<file path="src/rtl/one_hot_slot_scheduler_pkg.sv">
// Shared types and helpers for the one-hot round-robin slot scheduler.
package one_hot_slot_scheduler_pkg;

  typedef enum logic {
    SCAN  = 1'b0,
    GRANT = 1'b1
  } sched_state_e;

  // Widest pointer the index encoder accepts.
  localparam int unsigned ONEHOT_MAX = 32;

  // Counter width able to hold 0..slot_len.
  function automatic int unsigned cnt_width(input int unsigned slot_len);
    return $clog2(slot_len + 1);
  endfunction

  // One-hot to binary: OR together the indices of set bits.
  function automatic int unsigned onehot_to_index(input logic [ONEHOT_MAX-1:0] oh);
    int unsigned idx;
    idx = 0;
    for (int unsigned i = 0; i < ONEHOT_MAX; i++) begin
      if (oh[i]) idx = idx | i;
    end
    return idx;
  endfunction

endpackage

</file>
<file path="src/rtl/one_hot_slot_scheduler_slot_ring.sv">
// N-bit one-hot ring register; rotates one position toward the MSB per enabled edge.
module one_hot_slot_scheduler_slot_ring #(
  parameter int N = 5
) (
  input  logic         i_clk,
  input  logic         i_rst,
  input  logic         i_rot,
  output logic [N-1:0] o_slot
);

  logic [N-1:0] slot_q, slot_d;

  // Next pointer: rotate left with wrap of bit N-1 into bit 0.
  always_comb begin
    slot_d = slot_q;
    if (i_rot) slot_d = {slot_q[N-2:0], slot_q[N-1]};
  end

  // Pointer register; reset points at requester 0.
  always_ff @(posedge i_clk or posedge i_rst) begin
    if (i_rst) slot_q <= {{(N-1){1'b0}}, 1'b1};
    else       slot_q <= slot_d;
  end

  assign o_slot = slot_q;

endmodule

</file>
<file path="src/rtl/one_hot_slot_scheduler.sv">
// Round-robin slot scheduler: a rotating one-hot pointer grants one requester
// at a time for at most SLOT_LEN cycles.
//
// state | meaning
// SCAN  | no owner; pointer tests one requester per enabled cycle
// GRANT | pointer parked on owner; counting slot cycles until exit
module one_hot_slot_scheduler
  import one_hot_slot_scheduler_pkg::*;
#(
  parameter int N        = 5,
  parameter int SLOT_LEN = 4
) (
  input  logic                 i_clk,
  input  logic                 i_rst,
  input  logic                 i_en,
  input  logic [N-1:0]         i_req,
  input  logic                 i_release,
  output logic [N-1:0]         o_grant,
  output logic [N-1:0]         o_slot,
  output logic [$clog2(N)-1:0] o_owner,
  output logic                 o_busy,
  output logic                 o_timeout
);

  localparam int OW = $clog2(N);
  localparam int CW = cnt_width(SLOT_LEN);

  sched_state_e  state_q, state_d;
  logic [CW-1:0] cnt_q, cnt_d;
  logic [N-1:0]  grant_q, grant_d;
  logic [OW-1:0] owner_q, owner_d;
  logic          timeout_q, timeout_d;

  logic [N-1:0]  slot;
  logic          rot;
  logic          hit;
  logic          owner_req;
  logic          last_cycle;

  one_hot_slot_scheduler_slot_ring #(.N(N)) u_slot_ring (
    .i_clk  (i_clk),
    .i_rst  (i_rst),
    .i_rot  (rot),
    .o_slot (slot)
  );

  assign hit        = i_en && (|(i_req & slot));
  assign owner_req  = |(i_req & grant_q);
  assign last_cycle = (cnt_q == CW'(SLOT_LEN - 1));

  // Next-state, grant capture and pointer rotation; any exit rotates past the owner.
  always_comb begin
    state_d   = state_q;
    cnt_d     = cnt_q;
    grant_d   = grant_q;
    owner_d   = owner_q;
    timeout_d = 1'b0;
    rot       = 1'b0;
    case (state_q)
      SCAN: begin
        if (hit) begin
          state_d = GRANT;
          grant_d = slot;
          owner_d = OW'(onehot_to_index(ONEHOT_MAX'(slot)));
          cnt_d   = '0;
        end else if (i_en) begin
          rot = 1'b1;
        end
      end
      GRANT: begin
        if (i_release || !owner_req || last_cycle) begin
          state_d   = SCAN;
          grant_d   = '0;
          owner_d   = '0;
          cnt_d     = '0;
          rot       = 1'b1;
          timeout_d = !i_release && owner_req;
        end else begin
          cnt_d = cnt_q + CW'(1);
        end
      end
      default: begin
        state_d = SCAN;
        grant_d = '0;
        owner_d = '0;
        cnt_d   = '0;
      end
    endcase
  end

  // State, counter and output registers.
  always_ff @(posedge i_clk or posedge i_rst) begin
    if (i_rst) begin
      state_q   <= SCAN;
      cnt_q     <= '0;
      grant_q   <= '0;
      owner_q   <= '0;
      timeout_q <= 1'b0;
    end else begin
      state_q   <= state_d;
      cnt_q     <= cnt_d;
      grant_q   <= grant_d;
      owner_q   <= owner_d;
      timeout_q <= timeout_d;
    end
  end

  assign o_grant   = grant_q;
  assign o_slot    = slot;
  assign o_owner   = owner_q;
  assign o_busy    = |grant_q;
  assign o_timeout = timeout_q;

endmodule

</file>
<file path="config.mk">
export PLATFORM = sky130hd
export DESIGN_NAME = one_hot_slot_scheduler
export DESIGN_NICKNAME = d
export VERILOG_FILES = /design/src/rtl/one_hot_slot_scheduler_pkg.sv /design/src/rtl/one_hot_slot_scheduler_slot_ring.sv /design/src/rtl/one_hot_slot_scheduler.sv
export SDC_FILE = /design/constraint.sdc
export NUM_CORES = 1
export LEC_CHECK = 0
export CAP_MARGIN = 25
export CORE_MARGIN = 4
export CORE_UTILIZATION = 33
export DETAILED_ROUTE_END_ITERATION = 8
export HOLD_SLACK_MARGIN = 0.1
export PLACE_DENSITY = 0.61
export SETUP_SLACK_MARGIN = 0.1
export SYNTH_ARGS = -nofsm -noshare
export SYNTH_HDL_FRONTEND = slang
export SYNTH_SLANG_ARGS = --single-unit
</file>
<file path="constraint.sdc">
create_clock -name i_clk -period 2.2 [get_ports i_clk]
set_input_delay 0.44 -clock i_clk [delete_from_list [all_inputs] [get_ports i_clk]]
set_output_delay 0.44 -clock i_clk [all_outputs]
set_load 0.05 [all_outputs]
</file>
==> results.md <==
- Result of the run: finished clean
- Max-slew violation count: 0
- Tightest Pin Transition: 633.8 ps
- WP data arrival: between 1500 and 2000 ps
- Core footprint: between 0.002 and 0.0025 sq mm
- Share of the cycle needed by the critical path after routing: 92.72%
- Input/output buffers: 23
- Vias per cell: 5.124
- Post-synth cell types: 25
- Top Family by Delay on Critical Path: buffers and inverters
- Clock H-tree levels: 1
- Cell Rows: 17
- Final Hold Viols: 0
- Share of post-route cells with drive strength above 1: between 20% and 30%
- WP data required: roughly 1800 ps
- Grt ovf: 0
- Root Buffer: clkbuf_4
- Largest net degree at the start of global routing: 18
- Net Sw Power: ~0.12 mW
- Critical path capture point type: primary output
- Post-DRT Antenna Nets: 0
- Fin util: ~49%
- WL met2: 900 um
- Synth Net Count: 75
- Gpl congestion: just under 0.8
- CTS tree: yes
- Die Height: 57.22 um
- Pwr dens: 462.7 mW/mm^2
- Routed length per instance: between 10 and 15 um
- Critical path's largest stage delay: 840 ps
- Final setup violation count: 0
- Global-route wire length before repair: roughly 2.9 mm
- Synthesized area: 799.5 sq um
- Clock Path Buffers: 2
- Vias in the first global route: about 590
- RSZ-0062 raised after global routing: no
- Via count: 620
- Met3 WL: 54 um
- Drt pass-1 iters: 5
- Critical path type: register to primary output
- Yosys warns: 0
- Quantity of hold-fixing buffers added after cts: 0
- Post-CTS setup buffers: 0
- Total power: around 0.51 mW
- Clk slew on worst S/H paths: ~100 ps
- ANT cells: 0
- Fill cell count: 221
- Leak: 0.5320 nW
- Flip-flop and latch count after synthesis: 17
- Antenna violations before repair: 0
- Clock network power share: around 34%
- Top layer in use: met4
- Slowest stage cell, crit path: clkdlybuf4s50_1
- Max_slew headroom: 57.70%
- IO Pins: 24
- Crit-path cells: clkdlybuf4s50_1
- Hold Crit Class: input pin to asynchronous set/reset pin
- GRT Overall Usage: roughly an eighth
- M1 WL: between 700 and 800 um
- CTS sink count: 17
- CP Buf/Inv Count: 1
- Sw frac: 22.88%
- Placed Area: ~0.0011 sq mm
- Max cap viols: 0
- Die area: roughly 0.0033 sq mm
- Critical path fanouts, max: 6
- DIE WIDTH: between 50 and 60 um
- Syn Area/Cell: 12.49 sq um
- Internal Power: 0.3961 mW
- Nets@finish: roughly 110
- Synth Instances: 64
- Layout Skew: about 1.6 ps
- Final routed DRC violation total: 0
- Max IR drop VDD: between 0.3 and 0.4 mV
- Sequential share of power: about three fifths
- Design area: ~0.0011 sq mm
- Final min period: 2040 ps
- Area Growth Syn to Fin: 38.81%
- Register area share after synthesis: between 50% and 60%
- F_max: between 400 and 500 MHz
- Critical Path Start Type: register
- Fin Setup TNS: 0 ps
- Comb pwr share: 5.5%
- HPWL after DPL: ~1.4 mm
- Initial drt markers: 15
- Drt total wl: about 1.8 mm
- Initial core utilization: a little over a third
- WHS: a little over 500 ps
- CTS buffer count: 3
- Clock latency on the worst-skew pair: 300 ps
[per-stage QoR]
step,cells,setup WS [ps]
6_report,121,160.2
4_1_cts,121,101.9
2_1_floorplan,64,191.5
3_3_place_gp,117,-9.098
3_5_place_dp,117,-34.17
5_1_grt,121,109.8
[routing by layer]
metal / up-vias / global-route usage (%)
met3: 5 / 2.036
met1: 302 / 14.85
li1: 300 / -
met2: 13 / 19.41
met4: 0 / 7.947
met5: - / 0
[final cells by class]
type | instances | area (sq um) | area share (%)
well taps | 28 | 35.03 | 3.157
multi-input cells | 42 | 350.3 | 31.57
inverters | 4 | 15.01 | 1.353
clock buffers | 3 | 22.52 | 2.029
repair buffers | 26 | 255.2 | 23.00
flip-flops and latches | 17 | 426.7 | 38.44
clock inverters | 1 | 5.005 | 0.4510
[synth_stat cells, drive strengths merged]
cell type  instances  area (sq um)
nand2              5         18.77
o21bai             1         7.510
mux2               6         67.56
a2111oi            1         27.53
a222oi             2         20.02
nor3b              2         15.01
dfstp              1         26.28
inv                4         15.01
a22oi              2         15.01
a211oi             1         7.510
nor3               1         5.000
nor2               4         15.01
a22o               6         55.05
a21oi              1         16.27
mux2i              1         10.01
and2               1         6.260
o31ai              2         15.01
nand3              1         5.000
buf                1         7.510
a21boi             1         7.510
o21ai              1         5.000
ha                 2         25.02
dfrtp             16         400.4
or2                1         6.260
[final timing paths]
kind | from | endpoint | slack (ps) | cells after the start
max | u_slot_ring.o_slot[1]$_DFFE_PP0P_ | o_slot[1] | 160 | 1
min | i_rst | o_timeout$_DFF_PP0_ | 520 | 2
max reg2reg | u_slot_ring.o_slot[3]$_DFFE_PP0P_ | u_slot_ring.o_slot[2]$_DFFE_PP0P_ | 430 | 4
min reg2reg | cnt_q[2]$_DFFE_PP0P_ | cnt_q[2]$_DFFE_PP0P_ | 520 | 1
max in group asynchronous | i_rst | cnt_q[0]$_DFFE_PP0P_ | 1280 | 2
min in group i_clk | cnt_q[2]$_DFFE_PP0P_ | cnt_q[2]$_DFFE_PP0P_ | 520 | 1
[what timing repair did]
action                                  CTS  global route
resized for setup                         2             2
pin swaps                                 0             0
endpoints found under the setup margin    2             2
[placed cells by master, fill, tap and decap left out, drive strengths merged, types with 2 or more instances in the layout]
cell           instances
dlygate4sd2            2
clkbuf                 3
a222oi                 2
clkdlybuf4s50         19
a22o                   6
nand2                  5
nor2                   4
inv                    4
a22oi                  2
o31ai                  2
mux2                   6
dlymetal6s2s           2
ha                     2
dfrtp                 16
buf                    3
nor3b                  2
[power by group through the flow]
stage	registers (mW)	clock network, mW	logic [mW]
3_5_place_dp	0.318	0	0.0288
3_3_place_gp	0.318	0	0.0285
6_report	0.312	0.173	0.0280
5_1_grt	0.313	0.197	0.0311
4_1_cts	0.312	0.178	0.0289
2_1_floorplan	0.318	0	0.00997
[kinds of logic after synthesis]
logic type | share of synthesized area (%)
flops | 53.36
simple gates | 8.919
fa+ha+maj | 3.129
mux | 9.702
compound gates | 22.07
buf+inv | 2.817
[state kept, by name, indices dropped and copies added (netlist names)]
signal / count
cnt_q: 3
state_q: 1
u_slot_ring.o_slot: 5
o_owner: 2
o_grant: 5
o_timeout: 1
(Power assumes the default switching activity.)
